$ cat config.mk
export PLATFORM = sky130hd
export DESIGN_NAME = adel_pipe_flat
export DESIGN_NICKNAME = d
export VERILOG_FILES = /design/src/rtl/adel_pipe_if.sv /design/src/rtl/adel_pipe.sv /design/src/flat_wrapper.sv
export SDC_FILE = /design/constraint.sdc
export NUM_CORES = 1
export LEC_CHECK = 0
export ABC_CLOCK_PERIOD_IN_PS = 9600
export CORE_ASPECT_RATIO = 1.5
export CORE_UTILIZATION = 60
export DETAILED_ROUTE_END_ITERATION = 7
export PLACE_DENSITY = 0.84
export REMOVE_ABC_BUFFERS = 1
export SYNTH_ARGS = -nofsm -noshare
export SYNTH_HDL_FRONTEND = slang
export SYNTH_SLANG_ARGS = --single-unit
$ cat constraint.sdc
create_clock -name clk -period 9.6 [get_ports clk]
set_input_delay 1.92 -clock clk [delete_from_list [all_inputs] [get_ports clk]]
set_output_delay 1.92 -clock clk [all_outputs]
set_load 0.02 [all_outputs]
$ cat src/rtl/adel_pipe_if.sv
// rtl/adel_pipe_if.sv - instruction-memory, status and debug bundle for adel_pipe
// The core drives the master side; the harness and instruction memory use the slave side.
interface adel_pipe_if #(
    parameter int DW   = 16,
    parameter int NREG = 4,
    parameter int IMMW = 8,
    parameter int PCW  = 16
) ();
    localparam int RA = $clog2(NREG);
    localparam int IW = 4 + 2 * RA + IMMW;

    logic [PCW-1:0] pc;
    logic [IW-1:0]  inst;
    logic           inst_valid;
    logic           halted;
    logic [RA-1:0]  dbg_raddr;
    logic [DW-1:0]  dbg_rdata;
`ifdef ADEL_PIPE_TRACE_EN
    logic           retire_valid;
    logic [PCW-1:0] retire_pc;
    logic           retire_wen;
    logic [DW-1:0]  retire_wdata;
`endif

    modport master (
        output pc, halted, dbg_rdata,
`ifdef ADEL_PIPE_TRACE_EN
        output retire_valid, retire_pc, retire_wen, retire_wdata,
`endif
        input  inst, inst_valid, dbg_raddr
    );

    modport slave (
        input  pc, halted, dbg_rdata,
`ifdef ADEL_PIPE_TRACE_EN
        input  retire_valid, retire_pc, retire_wen, retire_wdata,
`endif
        output inst, inst_valid, dbg_raddr
    );
endinterface

$ cat src/rtl/adel_pipe.sv
// rtl/adel_pipe.sv - two-stage fetch/execute accumulator core with branch flush and self-branch halt
// Optional retire trace outputs are enabled by defining ADEL_PIPE_TRACE_EN.
module adel_pipe #(
    parameter int DW   = 16,
    parameter int NREG = 4,
    parameter int IMMW = 8,
    parameter int PCW  = 16
) (
    input  logic          clk,
    input  logic          rst,
    adel_pipe_if.master   bus
);
    localparam int RA = $clog2(NREG);
    localparam int IW = 4 + 2 * RA + IMMW;

    typedef enum logic [1:0] {
        S_EMPTY = 2'd0,
        S_RUN   = 2'd1,
        S_HALT  = 2'd2
    } state_t;

    state_t         state_q, state_d;
    logic [PCW-1:0] pc_q, pc_d;
    logic [IW-1:0]  ir_q, ir_d;
    logic [PCW-1:0] ir_pc_q, ir_pc_d;
    logic [DW-1:0]  rf_q [NREG];
    logic [DW-1:0]  rf_d [NREG];

    logic           ir_w;
    logic [1:0]     ir_opc;
    logic           ir_rs;
    logic [RA-1:0]  ir_dest;
    logic [RA-1:0]  ir_src1;
    logic [IMMW-1:0] ir_imm;
    logic [DW-1:0]  op1, op2, alu_res;
    logic [PCW-1:0] br_target;
    logic           br_cond, br_taken;

    assign ir_w    = ir_q[IW-1];
    assign ir_opc  = ir_q[IW-2 -: 2];
    assign ir_rs   = ir_q[IW-4];
    assign ir_dest = ir_q[IW-5 -: RA];
    assign ir_src1 = ir_q[IW-5-RA -: RA];
    assign ir_imm  = ir_q[IMMW-1:0];

    assign op1       = rf_q[ir_src1];
    assign op2       = ir_rs ? rf_q[ir_imm[RA-1:0]] : DW'(ir_imm);
    assign br_target = ir_pc_q + {{(PCW-IMMW){ir_imm[IMMW-1]}}, ir_imm};

    always_comb begin
        alu_res = '0;
        br_cond = 1'b0;
        case (ir_opc)
            2'b00: begin alu_res = op1 + op2; br_cond = (op1 == '0);                    end
            2'b01: begin alu_res = op1 - op2; br_cond = (op1 != '0);                    end
            2'b10: begin alu_res = op1 & op2; br_cond = op1[DW-1];                      end
            default: begin alu_res = op1 | op2; br_cond = !op1[DW-1] && (op1 != '0);  end
        endcase
    end

    assign br_taken = (state_q == S_RUN) && !ir_w && br_cond;

    // Execute and fetch share one cycle; a taken branch overrides the fetch so the
    // instruction presented in that cycle is dropped (the one-bubble penalty).
    always_comb begin
        state_d  = state_q;
        pc_d     = pc_q;
        ir_d     = ir_q;
        ir_pc_d  = ir_pc_q;
        rf_d     = rf_q;
        if (state_q != S_HALT) begin
            if ((state_q == S_RUN) && ir_w) begin
                rf_d[ir_dest] = alu_res;
            end
            if (br_taken && (ir_imm == '0)) begin
                state_d = S_HALT;
                pc_d    = ir_pc_q;
            end else if (br_taken) begin
                state_d = S_EMPTY;
                pc_d    = br_target;
            end else if (bus.inst_valid) begin
                state_d = S_RUN;
                ir_d    = bus.inst;
                ir_pc_d = pc_q;
                pc_d    = pc_q + 1'b1;
            end else begin
                state_d = S_EMPTY;
            end
        end
    end

    always_ff @(posedge clk or posedge rst) begin
        if (rst) begin
            state_q <= S_EMPTY;
        end else begin
            state_q <= state_d;
        end
    end

    always_ff @(posedge clk or posedge rst) begin
        if (rst) begin
            pc_q    <= '0;
            ir_q    <= '0;
            ir_pc_q <= '0;
            for (int i = 0; i < NREG; i++) begin
                rf_q[i] <= '0;
            end
        end else begin
            pc_q    <= pc_d;
            ir_q    <= ir_d;
            ir_pc_q <= ir_pc_d;
            for (int i = 0; i < NREG; i++) begin
                rf_q[i] <= rf_d[i];
            end
        end
    end

    assign bus.pc        = pc_q;
    assign bus.halted    = (state_q == S_HALT);
    assign bus.dbg_rdata = rf_q[bus.dbg_raddr];

`ifdef ADEL_PIPE_TRACE_EN
    logic           retire_valid_q;
    logic [PCW-1:0] retire_pc_q;
    logic           retire_wen_q;
    logic [DW-1:0]  retire_wdata_q;

    always_ff @(posedge clk or posedge rst) begin
        if (rst) begin
            retire_valid_q <= 1'b0;
            retire_pc_q    <= '0;
            retire_wen_q   <= 1'b0;
            retire_wdata_q <= '0;
        end else begin
            retire_valid_q <= (state_q == S_RUN);
            retire_pc_q    <= ir_pc_q;
            retire_wen_q   <= (state_q == S_RUN) && ir_w;
            retire_wdata_q <= ((state_q == S_RUN) && ir_w) ? alu_res : '0;
        end
    end

    assign bus.retire_valid = retire_valid_q;
    assign bus.retire_pc    = retire_pc_q;
    assign bus.retire_wen   = retire_wen_q;
    assign bus.retire_wdata = retire_wdata_q;
`endif
endmodule

$ cat src/flat_wrapper.sv
// flat-port wrapper written by rule: the top's interface ports become plain ports
module adel_pipe_flat 
#(
    parameter int DW   = 16,
    parameter int NREG = 4,
    parameter int IMMW = 8,
    parameter int PCW  = 16
)
  (clk, rst, bus_pc, bus_halted, bus_dbg_rdata, bus_inst, bus_inst_valid, bus_dbg_raddr);
  adel_pipe_if #(.DW(DW), .NREG(NREG), .IMMW(IMMW), .PCW(PCW)) bus_i ();
  input  logic clk;
  input  logic rst;
  output wire logic [$bits(bus_i.pc)-1:0] bus_pc;
  output wire logic [$bits(bus_i.halted)-1:0] bus_halted;
  output wire logic [$bits(bus_i.dbg_rdata)-1:0] bus_dbg_rdata;
  input wire logic [$bits(bus_i.inst)-1:0] bus_inst;
  input wire logic [$bits(bus_i.inst_valid)-1:0] bus_inst_valid;
  input wire logic [$bits(bus_i.dbg_raddr)-1:0] bus_dbg_raddr;
  assign bus_pc = bus_i.pc;
  assign bus_halted = bus_i.halted;
  assign bus_dbg_rdata = bus_i.dbg_rdata;
  assign bus_i.inst = bus_inst;
  assign bus_i.inst_valid = bus_inst_valid;
  assign bus_i.dbg_raddr = bus_dbg_raddr;
  adel_pipe #(.DW(DW), .NREG(NREG), .IMMW(IMMW), .PCW(PCW)) u_core (.clk(clk), .rst(rst), .bus(bus_i));
endmodule
==> results of run 1 <==
-- metrics by stage --
stage	setup WS, ns	utilization	instance area [um2]
finish	3.41	0.714	9390
global route	3.30	0.714	9390
CTS	3.36	0.714	9390
detailed placement	3.37	0.670	8800
global placement	3.43	0.670	8800
floorplan	4.66	-	7990
-- how the worst min path moves through the flow --
stage                                  from                 to  slack (ns)  cells after the start
after floorplan             u_core.rf_q[18]    u_core.rf_q[18]        0.48                      2
after global placement      u_core.rf_q[11]    u_core.rf_q[11]        0.50                      2
after detailed placement  u_core.ir_pc_q[0]  u_core.ir_pc_q[0]        0.51                      1
after CTS                 u_core.ir_pc_q[0]  u_core.ir_pc_q[0]        0.53                      1
after global routing      u_core.ir_pc_q[0]  u_core.ir_pc_q[0]        0.54                      1
final                     u_core.ir_pc_q[0]  u_core.ir_pc_q[0]        0.52                      1
-- critical path, stage by stage --
cell	delay [ns]
clkdlybuf4s50_1	1.17
mux4_2	0.61
clkdlybuf4s50_1	0.56
-- placed cells by master (no fill, tap or decap), drive strengths merged, types with 6 or more instances in the layout --
cell / n
buf: 9
mux2i: 20
nand3: 14
nand2b: 6
a211oi: 8
mux2: 68
o21ai: 68
and3: 11
clkdlybuf4s50: 53
or3: 8
a31oi: 14
nor2b: 7
clkbuf: 20
nor2: 71
a21oi: 72
mux4: 43
xor2: 13
xnor2: 21
dfrtp: 114
maj3: 8
nand4: 6
inv: 27
ha: 34
nor4: 10
nand2: 64
nor3: 15
-- final cells by class --
type | instances | area share
clock inverter | 12 | 0.0140
clock buffer | 20 | 0.0486
timing repair buffer | 62 | 0.0637
multi-input combinational | 638 | 0.538
tap | 159 | 0.0212
sequential | 114 | 0.304
inverter | 26 | 0.0107
-- per-layer routing --
metal / vias to the layer above / wire length, um / track usage
met5: - / 0 / 0
met4: 0 / 1220 / 0.201
met3: 97 / 1060 / 0.0539
met2: 269 / 11700 / 0.576
met1: 3420 / 8070 / 0.347
li1: 3124 / - / -
-- power groups by stage --
stage / registers (W) / logic (W) / clock network [W]
floorplan: 0.000920 / 0.00154 / 0
global placement: 0.000937 / 0.00200 / 0
detailed placement: 0.000959 / 0.00209 / 0
CTS: 0.000953 / 0.00212 / 0.000635
global route: 0.000991 / 0.00235 / 0.000656
finish: 0.000963 / 0.00215 / 0.000637
-- registers in the layout (all words and copies together) (netlist names) --
register and cells:
u_core.bus.pc 16, u_core.ir_q 16, u_core.state_q 2, u_core.rf_q 64, u_core.ir_pc_q 16
-- kinds of logic (layout without fill, tap and decap cells) --
| kind of cell | count (synthesis) | count (layout) | share of synthesized area |
|---|---|---|---|
| buf+inv | 68 | 120 | 0.0359 |
| simple gates | 227 | 227 | 0.131 |
| mux | 131 | 131 | 0.236 |
| xor+xnor | 34 | 34 | 0.0364 |
| fa+ha+maj | 44 | 44 | 0.0666 |
| compound gates | 202 | 202 | 0.145 |
| flops | 114 | 114 | 0.348 |
-- cell usage after synthesis (15+ instances only) --
master / number / area share
a21oi_1: 70 / 0.043
mux4_2: 43 / 0.12
nand2_1: 63 / 0.029
inv_1: 26 / 0.012
xnor2_1: 21 / 0.022
mux2_1: 28 / 0.039
clkbuf_1: 25 / 0.011
mux2i_1: 20 / 0.024
nor2_1: 70 / 0.032
ha_1: 34 / 0.052
nor3_1: 15 / 0.0092
o21ai_1: 19 / 0.012
dfrtp_1: 114 / 0.35
mux2_2: 40 / 0.055
o21ai_0: 49 / 0.030
==> key figures, run 1 <==
GRT
  • Vias in the first global route: 7217
  • First-pass GRT wire length: 35.6 mm
  • Initial antenna violation count: 0
  • Overflow after GRT: 0
  • Largest net degree at the start of global routing: 75
  • GRT Overall Usage: 0.321

STA
  • Min Tclk post-route: 6.19 ns
  • Endpoints failing hold: 0
  • Slew margin rel.: 0.264
  • Worst-Margin Slew: 1.10 ns
  • Max-slew violations: 0
  • Final setup fails: 0
  • Unrepaired setup endpoints after global routing: false
  • Setup TNS: 0 ns
  • Clock Skews: 0.00856 ns
  • Final cycle utilization of the critical path: 0.645
  • Hold_ws: 0.524 ns
  • F_max: 162 MHz

Placed design
  • Placed cells: 999
  • HPWL after DPL: 15.3 mm
  • Gp weighted congestion: 0.936
  • Port Buffers: 53

Detailed routing
  • # DRC: 0
  • First DRT Iteration DRCs: 407
  • Vias: 6910
  • Post-DRT Antenna Nets: 0
  • Wire per inst: 21.4 um
  • DRT Pass-1 Iters: 5
  • Vias per cell: 6.70
  • Final wirelength: 22.1 mm

Logic synthesis
  • Post-synthesis cell type count: 62
  • Async SR Flop Fraction: 1.00
  • Synthesized cell area: 8190 um2
  • Post-Syn Instances: 820
  • EDFF count, synth: 0
  • Seq/Total Area, Yosys: 0.348
  • Syn_area_per_cell: 9.98 um2
  • Yosys reg bits: 114
  • YS warnings: 0
  • Main flop type after synthesis: dfrtp_1

Floorplan
  • Die Wd: 97.4 um
  • Core box area: 13100 um2
  • # rows: 51
  • Starting Density: 0.623
  • Die area: 14100 um2
  • # IOs: 54
  • Die Y: 145 um

Clock network
  • Clock Sinks: 114
  • Cts hold-fix bufs: 0
  • Number of gates resized after CTS: 0
  • Number of CTS-inserted buffers: 17
  • Clock slew at reported path FFs: 0.06 ns
  • Worst skew pair latency: 0.43 ns
  • CTS tree: done
  • H-Tree Depth: 4
  • CTS Buffer Depth: 2
  • Post-CTS Setup Inserts: 0
  • Clk root buf: clkbuf_16

Setup path
  • Crit path max fanout: 16
  • Critical path startpoint category: primary input
  • CP required: 7.68 ns
  • Reg-to-reg endpoint: u_core.rf_q[31]
  • CP Class: in -> out
  • Reg2reg setup slack: 3.84 ns
  • CP arrival: 4.27 ns
  • End of the critical path: bus_dbg_rdata[9]
  • Worst Reg-to-Reg Cells: 16
  • RR Startpoint: u_core.ir_q[0]
  • Critical Path Source: bus_dbg_raddr[1]
  • CP endpoint kind: output pin

Power
  • Net Sw Frac: 0.445
  • Lkg Pwr: 3.95 nW
  • Clock Power Share: 0.170
  • Cell Int Power: 0.00208 W
  • Power per cell area: 399 nW/um2
  • Worst vdd rail ir drop: 0.223 mV
  • Seq pwr share: 0.257
  • Total power: 0.00375 W
  • Net Sw Power: 0.00167 W
  • Combinational share of power: 0.573

Layout
  • Final-stage net count: 916
  • Layout Cells excl Fill: 1031
  • Fill cells: 941
  • Layout cell share with drive strength beyond 1: 0.158
  • Area of the multi-input gates: 5050 um2
  • Layout area overhead: 14.7%
  • Register Area: 2850 um2
  • Antenna diodes: 0

Run status
  • Status: finished clean

Flow run
  • Max-cap violations: 0

Hold path
  • Hold Crit Class: reg -> reg
(Power assumes the default switching activity.)
==> inputs of run 2 (changes only) <==
- ABC_CLOCK_PERIOD_IN_PS: 9600 -> 6100
- clock period: 9.6 -> 6.1 ns (I/O delays scaled with it)
==> key figures, run 2 (synthesized netlist as in run 1, its figures left out) <==
Run status
  • Status: finished clean

Layout
  • Fill cells: 863
  • Top reg by flops: u_core.rf_q
  • Layout area overhead: 15.9%
  • Max reg flops: 64
  • Final-stage net count: 924
  • Antenna diodes: 0
  • Commonest non-fill, non-tap cell in the layout: dfrtp_1
  • Commonest cells after routing, fill and taps aside: 114 x dfrtp_1, 70 x nor2_1, 70 x a21oi_1
  • Layout cell share with drive strength beyond 1: 0.164
  • Final Instance Area: 9490 um2

STA
  • Slew margin rel.: 0.341
  • Worst-Margin Slew: 0.989 ns
  • Clock Skews: 0.00894 ns
  • Endpoints failing hold: 0
  • Final cycle utilization of the critical path: 0.864
  • Unrepaired setup endpoints after global routing: false
  • Final setup fails: 0
  • Setup TNS: 0 ns
  • Max-slew violations: 0
  • Min Tclk post-route: 5.27 ns
  • F_max: 190 MHz

Setup path
  • CP required: 6.40 ns
  • Worst path cell trace: mux4_2 -> mux2_1 -> a211oi_2 -> and3_1 -> a31oi_1 -> xnor2_1 -> ha_1 -> and3_1 -> and3_1 -> a21oi_1 -> nand3_1 -> a41oi_1 -> nor3_1 -> a211o_1 -> a221o_1 -> mux2_2
  • CP max stage cell: dfrtp_1
  • CP endpoint kind: register
  • CP Class: reg -> reg
  • Worst path bufs/invs: 0
  • CP most frequent cell: and3_1
  • Peak per-stage delay on the critical path: 0.67 ns
  • Top cell family by delay on the critical path: compound AO/OA/AOI/OAI gates
  • Crit path max fanout: 12
  • CP arrival: 5.57 ns
  • Critical path startpoint category: register

Clock network
  • Clk root buf: clkbuf_16
  • Clock slew at reported path FFs: 0.06 ns
  • Number of gates resized after CTS: 0
  • Number of CTS-inserted buffers: 17
  • Clock Sinks: 114
  • CTS tree: done
  • Post-CTS Setup Inserts: 0
  • Cts hold-fix bufs: 0
  • H-Tree Depth: 4
  • Worst skew pair latency: 0.41 ns
  • CTS Buffer Depth: 2

Detailed routing
  • First DRT Iteration DRCs: 614
  • Routed met1 length: 8.78 mm
  • Post-DRT Antenna Nets: 0
  • # DRC: 0
  • Vias: 7033
  • Top Layer Used: met4
  • Vias per cell: 6.78
  • Final wirelength: 22.7 mm
  • DRT Pass-1 Iters: 5
  • Met2 wire length: 11.6 mm
  • Wire per inst: 21.9 um
  • Met3 Routed Length: 1.23 mm

Placed design
  • Gp weighted congestion: 0.913
  • Port Buffers: 53
  • DP Area: 8860 um2
  • HPWL after DPL: 16.0 mm

Floorplan
  • # rows: 51
  • Die Wd: 97.4 um
  • # IOs: 54
  • Core box area: 13100 um2
  • Starting Density: 0.623
  • Die Y: 145 um
  • Die area: 14100 um2

GRT
  • Largest net degree at the start of global routing: 62
  • Initial antenna violation count: 0
  • GRT Overall Usage: 0.333
  • Overflow after GRT: 0
  • First-pass GRT wire length: 37.3 mm
  • Vias in the first global route: 7256

Power
  • Worst vdd rail ir drop: 0.316 mV
  • Power per cell area: 642 nW/um2
  • Lkg Pwr: 4.01 nW

Flow run
  • Max-cap violations: 0

Hold path
  • Hold Crit Class: reg -> reg
## run 2: final timing paths
path                              startpoint           endpoint  slack, ns  cells after the start
max in group asynchronous                rst    u_core.rf_q[24]       3.59                      3
min reg2reg                u_core.ir_pc_q[8]  u_core.ir_pc_q[8]       0.52                      1
max reg2reg                   u_core.ir_q[0]    u_core.rf_q[63]       0.83                     16
max                           u_core.ir_q[0]    u_core.rf_q[63]       0.83                     16
min in group asynchronous                rst    u_core.rf_q[13]       1.29                      2
min                        u_core.ir_pc_q[8]  u_core.ir_pc_q[8]       0.52                      1
## run 2: final cells by class
| cell class | instances | area, um2 | share of cell area |
|---|---|---|---|
| inverter | 26 | 100 | 0.0105 |
| clock buffer | 22 | 474 | 0.0500 |
| clock inverter | 9 | 154 | 0.0162 |
| multi-input combinational | 638 | 5050 | 0.532 |
| timing repair buffer | 70 | 658 | 0.0694 |
| sequential | 114 | 2850 | 0.301 |
| tap | 159 | 199 | 0.0210 |
## run 2: metal layers
metal  GRT usage  vias up
li1            -     3142
met4       0.196        0
met1       0.397     3474
met2       0.564      328
met5           0        -
met3      0.0559       89
## run 2: worst register-to-register path, delay by kind of cell (launching register included)
family | cells | cell delay, ns
DFF | 1 | 0.67
xor gates and xnor gates | 1 | 0.15
adders and majority gates | 1 | 0.33
AOI/OAI and AO/OA | 6 | 1.83
muxes | 3 | 1.26
and+or+nand+nor | 5 | 0.92
## run 2: stage by stage
step                      cells   util  total power [W]  worst slack (ns)  hold WS, ns
after CTS                  1038  0.722          0.00603             0.861        0.524
final                      1038  0.722          0.00609             0.828        0.525
after detailed placement   1007  0.674          0.00488             0.888        0.509
after floorplan             778      -          0.00387              1.16        0.477
after global placement     1007  0.674          0.00473              1.06        0.496
after global routing       1038  0.722          0.00648             0.553        0.550
## run 2: where the power goes
part           leakage, nW  internal, W  total (W)  switching (W)
Clock                0.302     0.000713    0.00107       0.000354
Combinational         2.34      0.00157    0.00349        0.00192
Sequential            1.37      0.00109    0.00153       0.000442
Total                 4.01      0.00337    0.00609        0.00272
==> inputs of run 3 (changes only) <==
- ABC_AREA: not set -> 1
- CTS_CLUSTER_SIZE: not set -> 40
- PLACE_DENSITY: 0.84 -> 0.83
==> key figures, run 3 <==
Run status
  • Status: finished clean

Detailed routing
  • Post-DRT Antenna Nets: 0
  • DRT Pass-1 Iters: 5
  • Vias per cell: 5.79
  • # DRC: 0
  • Final wirelength: 27.1 mm
  • Wire per inst: 16.6 um
  • First DRT Iteration DRCs: 630
  • Vias: 9426

Placed design
  • HPWL after DPL: 18.7 mm
  • Gp weighted congestion: 1.02
  • DP Area: 9520 um2
  • Port Buffers: 53

Flow run
  • Max-cap violations: 0

Clock network
  • Post-CTS Setup Inserts: 0
  • CTS tree: done
  • Clock Sinks: 114
  • H-Tree Depth: 4
  • Number of CTS-inserted buffers: 17
  • Worst skew pair latency: 0.42 ns
  • Clk root buf: clkbuf_16
  • Cts hold-fix bufs: 0
  • Number of gates resized after CTS: 0
  • CTS Buffer Depth: 2
  • Clock slew at reported path FFs: 0.06 ns

Logic synthesis
  • EDFF count, synth: 0
  • Area leader, netlist: dfrtp_1
  • Syn_area_per_cell: 6.41 um2
  • Post-Syn Instances: 1396
  • Synthesized cell area: 8950 um2
  • Seq/Total Area, Yosys: 0.319
  • Async SR Flop Fraction: 1.00
  • Post-synthesis cell type count: 39
  • YS warnings: 0
  • Main flop type after synthesis: dfrtp_1
  • Top cells by area, synth: dfrtp_1 32%, nand2_1 21%, o21ai_0 8.2%
  • Share of the synthesized area in the top cell type: 0.319
  • Yosys reg bits: 114
  • Most numerous cell in the Yosys netlist: nand2_1
  • Top cells by count, synth: 494 x nand2_1, 152 x inv_1, 147 x o21ai_0

Setup path
  • Worst Reg-to-Reg Cells: 19
  • Reg-to-reg endpoint: u_core.rf_q[14]
  • CP Class: reg -> reg
  • Crit path max fanout: 21
  • CP arrival: 5.17 ns
  • RR Startpoint: u_core.ir_q[1]
  • CP required: 6.44 ns
  • Critical path startpoint category: register
  • CP endpoint kind: register
  • Reg2reg setup slack: 1.26 ns

Floorplan
  • # rows: 54
  • Die Y: 152 um
  • Starting Density: 0.616
  • # IOs: 54
  • Die area: 15400 um2
  • Die Wd: 102 um
  • Core box area: 14500 um2

Hold path
  • Hold path start: u_core.rf_q[27]
  • Hold path cells: 2
  • Hold endpoint: u_core.rf_q[27]
  • Hold Crit Class: reg -> reg

STA
  • Min Tclk post-route: 4.84 ns
  • Endpoints failing hold: 0
  • Setup TNS: 0 ns
  • Slew margin rel.: 0.222
  • F_max: 207 MHz
  • Unrepaired setup endpoints after global routing: false
  • Final setup fails: 0
  • Clock Skews: 0.00984 ns
  • Worst-Margin Slew: 1.17 ns
  • Final cycle utilization of the critical path: 0.793
  • Max-slew violations: 0

GRT
  • Overflow after GRT: 0
  • Vias in the first global route: 8973
  • GRT Overall Usage: 0.368
  • Largest net degree at the start of global routing: 62
  • First-pass GRT wire length: 43.0 mm
  • Initial antenna violation count: 0

Power
  • Net Sw Frac: 0.492
  • Worst vdd rail ir drop: 0.292 mV
  • Net Sw Power: 0.00263 W
  • Combinational share of power: 0.552
  • Seq pwr share: 0.258
  • Clock Power Share: 0.190
  • Lkg Pwr: 5.18 nW
  • Power per cell area: 530 nW/um2
  • Cell Int Power: 0.00272 W

Layout
  • Fill cells: 1279
  • Final-stage net count: 1476
  • Commonest non-fill, non-tap cell in the layout: nand2_1
  • Layout area overhead: 13.0%
  • Final Instance Area: 10100 um2
  • Layout cell share with drive strength beyond 1: 0.0531
  • Top reg by flops: u_core.rf_q
  • Antenna diodes: 0
  • Commonest cells after routing, fill and taps aside: 494 x nand2_1, 151 x inv_1, 147 x o21ai_0
  • Max reg flops: 64
==> run 3: cell count changes after synthesis, sizes merged, moves of 15 or more <==
cell	change
a21oi	+15
xor2	+16
mux2	-68
inv	+130
nand3	+92
o21ai	+99
nand2	+440
mux4	-43
mux2i	-20
==> run 3: cell type report <==
type	instances	area, um2	share of cell area
timing repair buffer	63	606	0.0599
clock inverter	13	161	0.0160
inverter	157	594	0.0588
multi-input combinational	1066	5220	0.517
clock buffer	18	429	0.0424
tap	196	245	0.0243
sequential	114	2850	0.282
==> run 3: power groups by stage <==
| stage | clock network, W | registers [W] | logic [W] |
|---|---|---|---|
| 6_report | 0.00102 | 0.00138 | 0.00296 |
| 5_1_grt | 0.00105 | 0.00142 | 0.00330 |
| 4_1_cts | 0.00102 | 0.00137 | 0.00292 |
| 3_5_place_dp | 0 | 0.00138 | 0.00288 |
| 3_3_place_gp | 0 | 0.00137 | 0.00284 |
| 2_1_floorplan | 0 | 0.00135 | 0.00204 |
==> run 3: worst max path at each step <==
stage	startpoint	endpoint	slack, ns	cells after the start
detailed placement	bus_dbg_raddr[1]	bus_dbg_rdata[3]	1.43	6
global placement	bus_dbg_raddr[1]	bus_dbg_rdata[3]	1.43	6
global route	u_core.ir_q[1]	u_core.rf_q[30]	0.94	19
finish	u_core.ir_q[1]	u_core.rf_q[14]	1.26	19
floorplan	rst	u_core.bus.pc[0]	1.86	1
CTS	bus_dbg_raddr[1]	bus_dbg_rdata[2]	1.38	6
==> run 3: cell families after synthesis <==
logic type	synth area share
AO/OA/AOI/OAI	0.163
XOR/XNOR	0.0362
adder cells (fa/ha/maj)	0.0520
buffers and inverters	0.0996
flip-flops	0.319
AND/OR/NAND/NOR	0.330
==> run 3: worst max-delay path: stages (launching register included) <==
cell and delay (ns):
dfrtp_1 0.90, inv_1 0.69, nand3_1 0.27, nand3_1 0.23, nand2_1 0.24, nand2_1 0.09
nor2_1 0.10, nand2_1 0.12, o21ai_0 0.25, xor2_1 0.18, inv_1 0.07, ha_1 0.33
a21o_1 0.19, a21oi_1 0.13, nor2_1 0.05, a211oi_1 0.25, a21oi_1 0.11, o21ai_0 0.39
nand2_1 0.10, o21ai_0 0.09
==> run 3: metrics by stage <==
stage | hold WS [ns] | util | std cells | worst slack (ns) | power [W]
after floorplan | 0.449 | - | 1337 | 1.86 | 0.00340
after global placement | 0.470 | 0.655 | 1596 | 1.43 | 0.00421
after detailed placement | 0.475 | 0.655 | 1596 | 1.43 | 0.00426
after CTS | 0.489 | 0.696 | 1627 | 1.38 | 0.00531
after global routing | 0.504 | 0.696 | 1627 | 0.942 | 0.00576
final | 0.499 | 0.696 | 1627 | 1.26 | 0.00536
==> run 3: metal layers <==
layer / global-route usage / up-vias / share of wire
met1: 0.381 / 4324 / 0.36
met4: 0.286 / 0 / 0.068
li1: - / 4537 / -
met3: 0.0688 / 131 / 0.062
met5: 0 / - / 0
met2: 0.649 / 434 / 0.51
